`config.mk`:
```
export PLATFORM = sky130hd
export DESIGN_NAME = branch_resolve_unit
export DESIGN_NICKNAME = d
export VERILOG_FILES = /design/src/rtl/branch_pkg.sv /design/src/rtl/branch_cond_eval.sv /design/src/rtl/branch_resolve_unit.sv
export SDC_FILE = /design/constraint.sdc
export NUM_CORES = 1
export LEC_CHECK = 0
export ABC_AREA = 1
export CORE_ASPECT_RATIO = 0.7
export CORE_UTILIZATION = 40
export CTS_CLUSTER_DIAMETER = 200
export DETAILED_ROUTE_END_ITERATION = 8
export PLACE_DENSITY = 0.78
export SETUP_SLACK_MARGIN = 0.02
export SYNTH_ARGS = -nofsm -noshare
export SYNTH_HDL_FRONTEND = slang
export SYNTH_SLANG_ARGS = --single-unit
```
`constraint.sdc`:
```
create_clock -name clk -period 4.1 [get_ports clk]
set_input_delay 1.025 -clock clk [delete_from_list [all_inputs] [get_ports clk]]
set_output_delay 1.025 -clock clk [all_outputs]
set_load 0.02 [all_outputs]
```
`src/rtl/branch_pkg.sv`:
```
// Shared constants and types for the ID-stage branch resolve logic.
package branch_pkg;

    localparam int unsigned ADDR_W_DEF = 32;

    localparam logic [2:0] BR_BEQ  = 3'd0;
    localparam logic [2:0] BR_BNE  = 3'd1;
    localparam logic [2:0] BR_BGTZ = 3'd2;
    localparam logic [2:0] BR_BLEZ = 3'd3;
    localparam logic [2:0] BR_BLTZ = 3'd4;
    localparam logic [2:0] BR_BGEZ = 3'd5;

    typedef enum logic [1:0] {
        ST_IDLE,
        ST_WAIT,
        ST_REDIRECT
    } state_e;

endpackage

```
`src/rtl/branch_cond_eval.sv`:
```
// Maps branch type plus comparator flags to a taken decision; reserved types never take.
module branch_cond_eval
    import branch_pkg::*;
(
    input  logic [2:0] br_type_i,
    input  logic       equal_i,
    input  logic       not_equal_i,
    input  logic       is_zero_i,
    input  logic       gt_zero_i,
    input  logic       lt_zero_i,
    output logic       taken_o
);

    always_comb begin
        taken_o = 1'b0;
        case (br_type_i)
            BR_BEQ:  taken_o = equal_i;
            BR_BNE:  taken_o = not_equal_i;
            BR_BGTZ: taken_o = gt_zero_i;
            BR_BLEZ: taken_o = is_zero_i | lt_zero_i;
            BR_BLTZ: taken_o = lt_zero_i;
            BR_BGEZ: taken_o = ~lt_zero_i;
            default: taken_o = 1'b0;
        endcase
    end

endmodule

```
`src/rtl/branch_resolve_unit.sv`:
```
// Resolves ID-stage branches, stalls on unresolved operands and issues a one-cycle redirect.
// Optional statistics counters are built only when BRANCH_STATS_EN is defined.
module branch_resolve_unit
    import branch_pkg::*;
#(
    parameter int unsigned ADDR_W     = ADDR_W_DEF,
    parameter int unsigned WAIT_LIMIT = 15
) (
    input  logic              clk,
    input  logic              rst_n,
    input  logic              br_valid_i,
    input  logic [2:0]        br_type_i,
    input  logic              equal_i,
    input  logic              not_equal_i,
    input  logic              is_zero_i,
    input  logic              gt_zero_i,
    input  logic              lt_zero_i,
    input  logic              opnd_ready_i,
    input  logic              ext_stall_i,
    input  logic [ADDR_W-1:0] pc_plus4_i,
    input  logic [ADDR_W-1:0] imm_off_i,
    output logic              pc_src_o,
    output logic [ADDR_W-1:0] br_target_o,
    output logic              if_id_flush_o,
    output logic              id_stall_o,
    output logic              br_timeout_o,
    output logic [31:0]       stat_branches_o,
    output logic [31:0]       stat_taken_o,
    output logic [31:0]       stat_stall_cyc_o
);

    localparam int unsigned     CntW    = $clog2(WAIT_LIMIT + 1);
    localparam logic [CntW-1:0] WaitMax = CntW'(WAIT_LIMIT);

    state_e            state_q, state_d;
    logic [CntW-1:0]   wait_cnt_q, wait_cnt_d;
    logic              pc_src_q, pc_src_d;
    logic              flush_q, flush_d;
    logic              timeout_q, timeout_d;
    logic [ADDR_W-1:0] target_q, target_d;
    logic [ADDR_W-1:0] target_calc;
    logic              taken;
    logic              resolve;

    branch_cond_eval u_cond_eval (
        .br_type_i   (br_type_i),
        .equal_i     (equal_i),
        .not_equal_i (not_equal_i),
        .is_zero_i   (is_zero_i),
        .gt_zero_i   (gt_zero_i),
        .lt_zero_i   (lt_zero_i),
        .taken_o     (taken)
    );

    // Word offset scaled to bytes; overflow wraps silently.
    assign target_calc = pc_plus4_i + (imm_off_i << 2);

    always_ff @(posedge clk or negedge rst_n) begin
        if (!rst_n) begin
            state_q    <= ST_IDLE;
            wait_cnt_q <= '0;
            pc_src_q   <= 1'b0;
            flush_q    <= 1'b0;
            timeout_q  <= 1'b0;
            target_q   <= '0;
        end else begin
            state_q    <= state_d;
            wait_cnt_q <= wait_cnt_d;
            pc_src_q   <= pc_src_d;
            flush_q    <= flush_d;
            timeout_q  <= timeout_d;
            target_q   <= target_d;
        end
    end

    always_comb begin
        state_d    = state_q;
        wait_cnt_d = wait_cnt_q;
        timeout_d  = timeout_q;
        resolve    = 1'b0;
        unique case (state_q)
            ST_IDLE: begin
                if (br_valid_i && !ext_stall_i) begin
                    if (opnd_ready_i) resolve = 1'b1;
                    else              state_d = ST_WAIT;
                end
            end
            ST_WAIT: begin
                if (!ext_stall_i) begin
                    if (opnd_ready_i) begin
                        resolve    = 1'b1;
                        wait_cnt_d = '0;
                    end else begin
                        if (wait_cnt_q != WaitMax) wait_cnt_d = wait_cnt_q + 1'b1;
                        if (wait_cnt_d == WaitMax) timeout_d = 1'b1;
                    end
                end
            end
            ST_REDIRECT: state_d = ST_IDLE;
            default:     state_d = ST_IDLE;
        endcase
        if (resolve) state_d = taken ? ST_REDIRECT : ST_IDLE;
    end

    always_comb begin
        id_stall_o = 1'b0;
        pc_src_d   = 1'b0;
        flush_d    = 1'b0;
        target_d   = target_q;
        unique case (state_q)
            ST_IDLE: id_stall_o = br_valid_i && !ext_stall_i && !opnd_ready_i;
            ST_WAIT: id_stall_o = !(opnd_ready_i && !ext_stall_i);
            default: id_stall_o = 1'b0;
        endcase
        if (resolve && taken) begin
            pc_src_d = 1'b1;
            flush_d  = 1'b1;
            target_d = target_calc;
        end
    end

    assign pc_src_o      = pc_src_q;
    assign if_id_flush_o = flush_q;
    assign br_target_o   = target_q;
    assign br_timeout_o  = timeout_q;

`ifdef BRANCH_STATS_EN
    logic [31:0] br_cnt_q, taken_cnt_q, stall_cnt_q;

    always_ff @(posedge clk or negedge rst_n) begin
        if (!rst_n) begin
            br_cnt_q    <= '0;
            taken_cnt_q <= '0;
            stall_cnt_q <= '0;
        end else begin
            if (resolve && br_cnt_q != '1) br_cnt_q <= br_cnt_q + 32'd1;
            if (resolve && taken && taken_cnt_q != '1) taken_cnt_q <= taken_cnt_q + 32'd1;
            if (state_q == ST_WAIT && stall_cnt_q != '1) stall_cnt_q <= stall_cnt_q + 32'd1;
        end
    end

    assign stat_branches_o  = br_cnt_q;
    assign stat_taken_o     = taken_cnt_q;
    assign stat_stall_cyc_o = stall_cnt_q;
`else
    assign stat_branches_o  = '0;
    assign stat_taken_o     = '0;
    assign stat_stall_cyc_o = '0;
`endif

endmodule

```
==> results of run 1 <==
[power by group]
part           switching, uW  internal, uW  total, uW  leakage (uW)
clock network            146           286        432     0.0000808
logic                    571           405        976       0.00256
registers               64.5           510        574      0.000507
total                    781          1200       1980       0.00315
[cell usage after synthesis, drive strengths merged (3+ instances only)]
| cell | instances | area [um^2] |
|---|---|---|
| nand4 | 4 | 25.0 |
| nor2 | 43 | 161 |
| nand3b | 3 | 22.5 |
| inv | 112 | 423 |
| xnor2 | 12 | 105 |
| o21bai | 4 | 30.0 |
| dfrtp | 40 | 1000 |
| ha | 30 | 375 |
| o21ai | 19 | 95.1 |
| a21oi | 27 | 135 |
| buf | 104 | 788 |
| xor2 | 3 | 26.3 |
| nand3 | 46 | 255 |
| nand2 | 261 | 985 |
[path summary, 6_finish.rpt]
| check | cells after the start | end | from |
|---|---|---|---|
| worst max-delay path | 5 | id_stall_o | br_valid_i |
| worst min register to register | 1 | br_timeout_o$_DFFE_PN0P_ | br_timeout_o$_DFFE_PN0P_ |
| min in group asynchronous | 1 | if_id_flush_o$_DFF_PN0_ | rst_n |
| worst max register to register | 7 | br_target_o[20]$_DFFE_PN0P_ | state_q[1]$_DFFE_PN0P_ |
| max in group asynchronous | 1 | wait_cnt_q[0]$_DFFE_PN0P_ | rst_n |
| worst min-delay path | 1 | br_timeout_o$_DFFE_PN0P_ | br_timeout_o$_DFFE_PN0P_ |
[final cells by class]
cell class                 count  area (um^2)  share of cell area
inverter                     112          423              0.0761
multi-input combinational    561         2680               0.482
timing repair buffer         111         1100               0.198
sequential                    40         1000               0.180
clock buffer                   6          129              0.0232
tap                          153          191              0.0344
clock inverter                 2         35.0             0.00630
[kinds of logic after synthesis]
kind of cell | synth area share
simple gates | 0.326
buf+inv | 0.267
compound gates | 0.0690
flops | 0.221
fa+ha+maj | 0.0872
xor+xnor | 0.0290
other cells | 0.000827
[per-layer routing]
metal | up-vias | wire length, um | global-route usage
met5 | - | 0 | 0
met4 | 0 | 123 | 0.0431
met3 | 14 | 1150 | 0.0359
met2 | 185 | 4400 | 0.279
met1 | 1877 | 5350 | 0.277
li1 | 2248 | - | -
[flip-flops by register name, summed over array words and instances (netlist names)]
signal,cells
br_target_o,32
wait_cnt_q,4
state_q,2
br_timeout_o,1
if_id_flush_o,1
[stage by stage]
| stage | instances | setup WS, ns | utilization |
|---|---|---|---|
| 6_report | 985 | 0.485 | 0.505 |
| 5_1_grt | 985 | 0.433 | 0.505 |
| 4_1_cts | 985 | 0.495 | 0.505 |
| 3_5_place_dp | 977 | 0.503 | 0.490 |
| 3_3_place_gp | 977 | 0.523 | 0.490 |
| 2_1_floorplan | 817 | 1.28 | - |
==> key figures, run 1 <==
Timing
  • Final hold slack: roughly 0.47 ns
  • Final Cycle Share: 0.882
  • Max Freq: ~280 MHz
  • Unrepaired setup endpoints after global routing: no
  • Post-route minimum period: roughly 3.6 ns
  • Final setup viols: 0
  • Actual slew at the worst max-slew pin: about 0.86 ns
  • Hold Fails Final Rpt: 0
  • Setup tns final: 0 ns
  • Final Skew: 0.00546 ns
  • Max Slew Vio Count: 0
  • Slew margin rel.: 0.427

Clocking
  • Clk slew on worst S/H paths: approximately 0.05 ns
  • Total setup buffers inserted after CTS: 0
  • CTS tree: done
  • Clock tree buffer depth: 2
  • TritonCTS Buffers: 5
  • CTS Hold Bufs: 0
  • CTS H-tree depth: 2
  • Clock root cell: clkbuf_16
  • Cts repair resizes: 0
  • Worst-Skew Late Latency: between 0.2 and 0.3 ns
  • Num Clock Sinks: 40

Final layout
  • Most frequent cells in the layout: nand2_1 (259), inv_1 (111), clkdlybuf4s50_1 (109), conb_1 (96), nor2_1 (43)
  • Synth-to-layout area growth: 22.7%
  • Most common cell after layout, fill and taps aside: nand2_1
  • Layout cells sized above 1: 0.0228
  • Filler cell count: around 1100
  • Final instance area: roughly 5600 um^2
  • Antenna diodes: 0
  • Fin nets: around 940

Route
  • Via count: between 4000 and 5000
  • Iter 0 DRT Violations: between 200 and 300
  • WL final: roughly 11 mm
  • Drt drc: 0
  • ANT nets after route: 0
  • TritonRoute pass-1 iters: 7
  • Post-DR wirelength/cell: ~11 um
  • Vias/cell: 4.39

Pwr
  • VDD IR-drop max: roughly 170 uV
  • Total Power: about 2000 uW
  • PD cells: 356 nW/um^2
  • Pleak: 0.00315 uW

Floorplan
  • Die ar.: around 12000 um^2
  • I/O pin total: ~210
  • Initial core utilization: 0.412
  • DIE HEIGHT: ~91 um
  • Die W: about 130 um
  • FP Rows: 32
  • Area of the core: 11000 um^2

Critical path
  • Number of buffers and inverters on the critical path: 3
  • Slowest cell on the critical path: clkdlybuf4s50_1
  • Crit end category: primary output
  • Crit path cell chain: clkdlybuf4s50_1 -> o2111ai_1 -> inv_1 -> a211oi_1 -> clkdlybuf4s50_1
  • Crit path required time: between 3 and 4 ns
  • Critical path startpoint category: primary input
  • Arrival @ worst endpoint: 2.59 ns
  • Worst path max stage delay: roughly 0.65 ns
  • R2r setup slk: 2.43 ns
  • Cell mode on critical path: clkdlybuf4s50_1
  • Critical path class: primary input to primary output
  • CP top delay family: buffers and inverters
  • CP max FO: 3

GRT
  • Antenna violations before repair: 0
  • GRT overflow: 0
  • Vias in the first global route: roughly 3700
  • Largest net degree at the start of global routing: around 40
  • First-pass GRT wire length: 17.5 mm
  • GR Util All Layers: 0.188

Job
  • Max-cap viol count: 0

Synth
  • Post-Syn Area per Cell: ~6.3 um^2
  • Post-Syn Instances: between 700 and 800
  • Number of synthesized flops with an enable pin: 0
  • Synth Register Bits: 40
  • Prevailing post-synth register cell: dfrtp_1
  • Mapped cell area: 4530 um^2
  • Yosys cell types: 30
  • Seq/Total Area, Yosys: 0.221
  • Fraction of registers with async set/reset: 1.00
  • Yosys Warn Count: 0

Placement
  • DP Wirelength: about 9.3 mm
  • Port Buffer Count: 110
  • GP Congestion: roughly 0.93
  • Placed inst area: 5400 um^2

Min path
  • Min-delay worst type: flop to flop

Status
  • Status: finished, final reports clean
No activity file was read; power rests on OpenSTA's default activity.
==> run 2: changes to the inputs <==
Settings changed: CAP_MARGIN from default to 15.
==> results of run 2 <==
The final DEF is identical to that of run 1; final timing and power are the same.
==> run 3: changes to the inputs <==
Settings changed: CORE_UTILIZATION 40 to 46, PLACE_DENSITY 0.78 to 0.88.
Clock period 4.1 ns to 4.2 ns, I/O delays scaled along.
==> run 3 against run 2 <==
Compared with the run above:
- worst hold slack better by 0.0039 ns
- global-route usage rose by 2.5 points
- via count up 1.8%
- total power shrank 2.4%
- clock-buffer cell count unchanged
- register-to-register slack improved by 0.16 ns
- sequential power is 2% lower
- worst setup slack gained 0.057 ns
- die area down 13%
- critical path depth stayed put
- sequential share of layout area is 0.12 points higher
- sequential cell count did not move
- critical endpoint unchanged
- largest cell class unchanged
==> key figures, run 3 (same netlist as run 1, synthesis figures left out) <==
Clocking
  • Clk slew on worst S/H paths: 0.05 ns (about the same)
  • Worst-Skew Late Latency: 0.28 ns (about the same)
  • Cts repair resizes: 0 (unchanged)
  • Clock root cell: clkbuf_16
  • CTS H-tree depth: 2 (unchanged)
  • CTS tree: done
  • Clock tree buffer depth: 2 (unchanged)
  • TritonCTS Buffers: 5 (unchanged)
  • Total setup buffers inserted after CTS: 0 (unchanged)
  • CTS Hold Bufs: 0 (unchanged)
  • Num Clock Sinks: 40 (unchanged)

Floorplan
  • Die W: 121 um (-6.6%)
  • Die ar.: 10300 um^2 (-13%)
  • Area of the core: 9330 um^2 (-15%)
  • DIE HEIGHT: 85.1 um (-6.6%)
  • I/O pin total: 209 (unchanged)
  • FP Rows: 29 (-9.4%)
  • Initial core utilization: 0.486 (+0.0744)

Final layout
  • Antenna diodes: 0 (unchanged)
  • Max reg flops: 32 (unchanged)
  • Reg area: 1000 um^2 (unchanged)
  • Filler cell count: 885 (-22%)
  • Layout cells sized above 1: 0.0228 (unchanged)
  • Most frequent cells in the layout: nand2_1 (259), inv_1 (111), clkdlybuf4s50_1 (109), conb_1 (96), nor2_1 (43)
  • Area of the multi-input gates: 2680 um^2 (unchanged)
  • Synth-to-layout area growth: 21.9%
  • Fin nets: 939 (unchanged)
  • Most common cell after layout, fill and taps aside: nand2_1

Critical path
  • Crit path required time: 3.15 ns (+0.08 ns)
  • Crit end category: primary output
  • Critical path startpoint category: primary input
  • Crit path cell chain: clkdlybuf4s50_1 -> o2111ai_1 -> inv_1 -> a211oi_1 -> clkdlybuf4s50_1
  • CP max FO: 3 (unchanged)
  • Slowest cell on the critical path: clkdlybuf4s50_1
  • Critical path class: primary input to primary output
  • Cell mode on critical path: clkdlybuf4s50_1
  • Arrival @ worst endpoint: 2.61 ns (+0.02 ns)
  • Worst path max stage delay: 0.63 ns (-0.02 ns)

Min path
  • Min-delay worst type: flop to flop

Pwr
  • Internal power: 1170 uW (-2.3%)
  • Total net switching power: 761 uW (-2.6%)
  • Combinational power share: 0.493 (about the same)
  • Sw frac: 0.394 (-0.000612)
  • VDD IR-drop max: 288 uV (+71%)
  • Pleak: 0.00315 uW (unchanged)
  • Sequential share of power: 0.291 (about the same)
  • Clock share of power: 0.216 (-0.002)
  • Total Power: 1930 uW (-2.4%)
  • PD cells: 350 nW/um^2 (-1.8%)

Timing
  • Final setup viols: 0 (unchanged)
  • Setup tns final: 0 ns (unchanged)
  • Max Slew Vio Count: 0 (unchanged)
  • Hold Fails Final Rpt: 0 (unchanged)
  • Final Cycle Share: 0.871
  • Final hold slack: 0.477 ns (+0.00390 ns)
  • Final Skew: 0.00485 ns (-0.000615 ns)
  • Unrepaired setup endpoints after global routing: no
  • Actual slew at the worst max-slew pin: 0.885 ns (+0.0247 ns)
  • Slew margin rel.: 0.410 (-0.0164)
  • Post-route minimum period: 3.66 ns
  • Max Freq: ~270 MHz

GRT
  • Vias in the first global route: 3707 (+0.62%)
  • Global routing usage on met1: 0.309 (+0.0323)
  • Met2 Track Usage GR: 0.332 (+0.0532)
  • GR Util All Layers: 0.214 (+0.0255)
  • Top Usage Layer GRT: met2
  • Largest net degree at the start of global routing: 42 (+2.4%)
  • Met3 Track Usage GR: 0.0417 (+0.00572)
  • GRT overflow: 0 (unchanged)
  • First-pass GRT wire length: 17.5 mm (-0.16%)
  • Antenna violations before repair: 0 (unchanged)

Route
  • WL final: 11.0 mm (about the same)
  • Post-DR wirelength/cell: 11.5 um (+3.1%)
  • Drt drc: 0 (unchanged)
  • TritonRoute pass-1 iters: 5 (-2)
  • Iter 0 DRT Violations: 356 (+34%)
  • Via count: 4401 (+1.8%)
  • ANT nets after route: 0 (unchanged)
  • Vias/cell: 4.60 (+4.9%)

Job
  • Max-cap viol count: 0 (unchanged)

Placement
  • Port Buffer Count: 110 (unchanged)
  • DP Wirelength: 9.40 mm (+0.64%)
  • GP Congestion: 0.911 (-2.4%)

Status
  • Status: finished, final reports clean
## run 3: worst paths after layout
check                                       startpoint                          end  slack [ns]  depth (start not counted)
max                                         br_valid_i                   id_stall_o        0.54                          5
min                        br_target_o[31]$_DFFE_PN0P_  br_target_o[31]$_DFFE_PN0P_        0.48                          2
max reg2reg                  wait_cnt_q[0]$_DFFE_PN0P_     br_timeout_o$_DFFE_PN0P_        2.59                          6
min reg2reg                br_target_o[31]$_DFFE_PN0P_  br_target_o[31]$_DFFE_PN0P_        0.48                          2
max in group asynchronous                        rst_n   br_target_o[7]$_DFFE_PN0P_        2.75                          1
min in group asynchronous                        rst_n      if_id_flush_o$_DFF_PN0_        0.90                          1
## run 3: final cells by class
type                            instances  share of cell area
Multi-Input combinational cell        561               0.485
Timing Repair Buffer                  111               0.200
Sequential cell                        40               0.181
Inverter                              112              0.0766
Tap cell                              124              0.0281
Clock buffer                            6              0.0233
Clock inverter                          2             0.00634
## run 3: through the flow
stage	cell area, um^2	setup slack, ns	cells	util
finish	5520	0.542	956	0.592
global route	5520	0.490	956	0.592
CTS	5520	0.542	956	0.592
detailed placement	5360	0.551	948	0.575
global placement	5360	0.599	948	0.575
floorplan	4890	1.33	817	-
## run 3: per-layer routing
metal | wire, um | part of all wire
met1 | 4950 | 0.45
met2 | 4810 | 0.44
met3 | 1190 | 0.11
met4 | 91 | 0.0082
met5 | 0 | 0
## run 3: worst max-delay path: cells and delay by family
kind | cells | cell delay, ns
buf+inv | 3 | 1.18
compound gates | 2 | 0.38
## run 3: power by group through the flow
stage,combinational [uW],sequential (uW),clock [uW]
after CTS,950,565,426
after global routing,1040,578,448
after global placement,931,563,0
after floorplan,497,688,0
final,953,562,418
after detailed placement,945,570,0
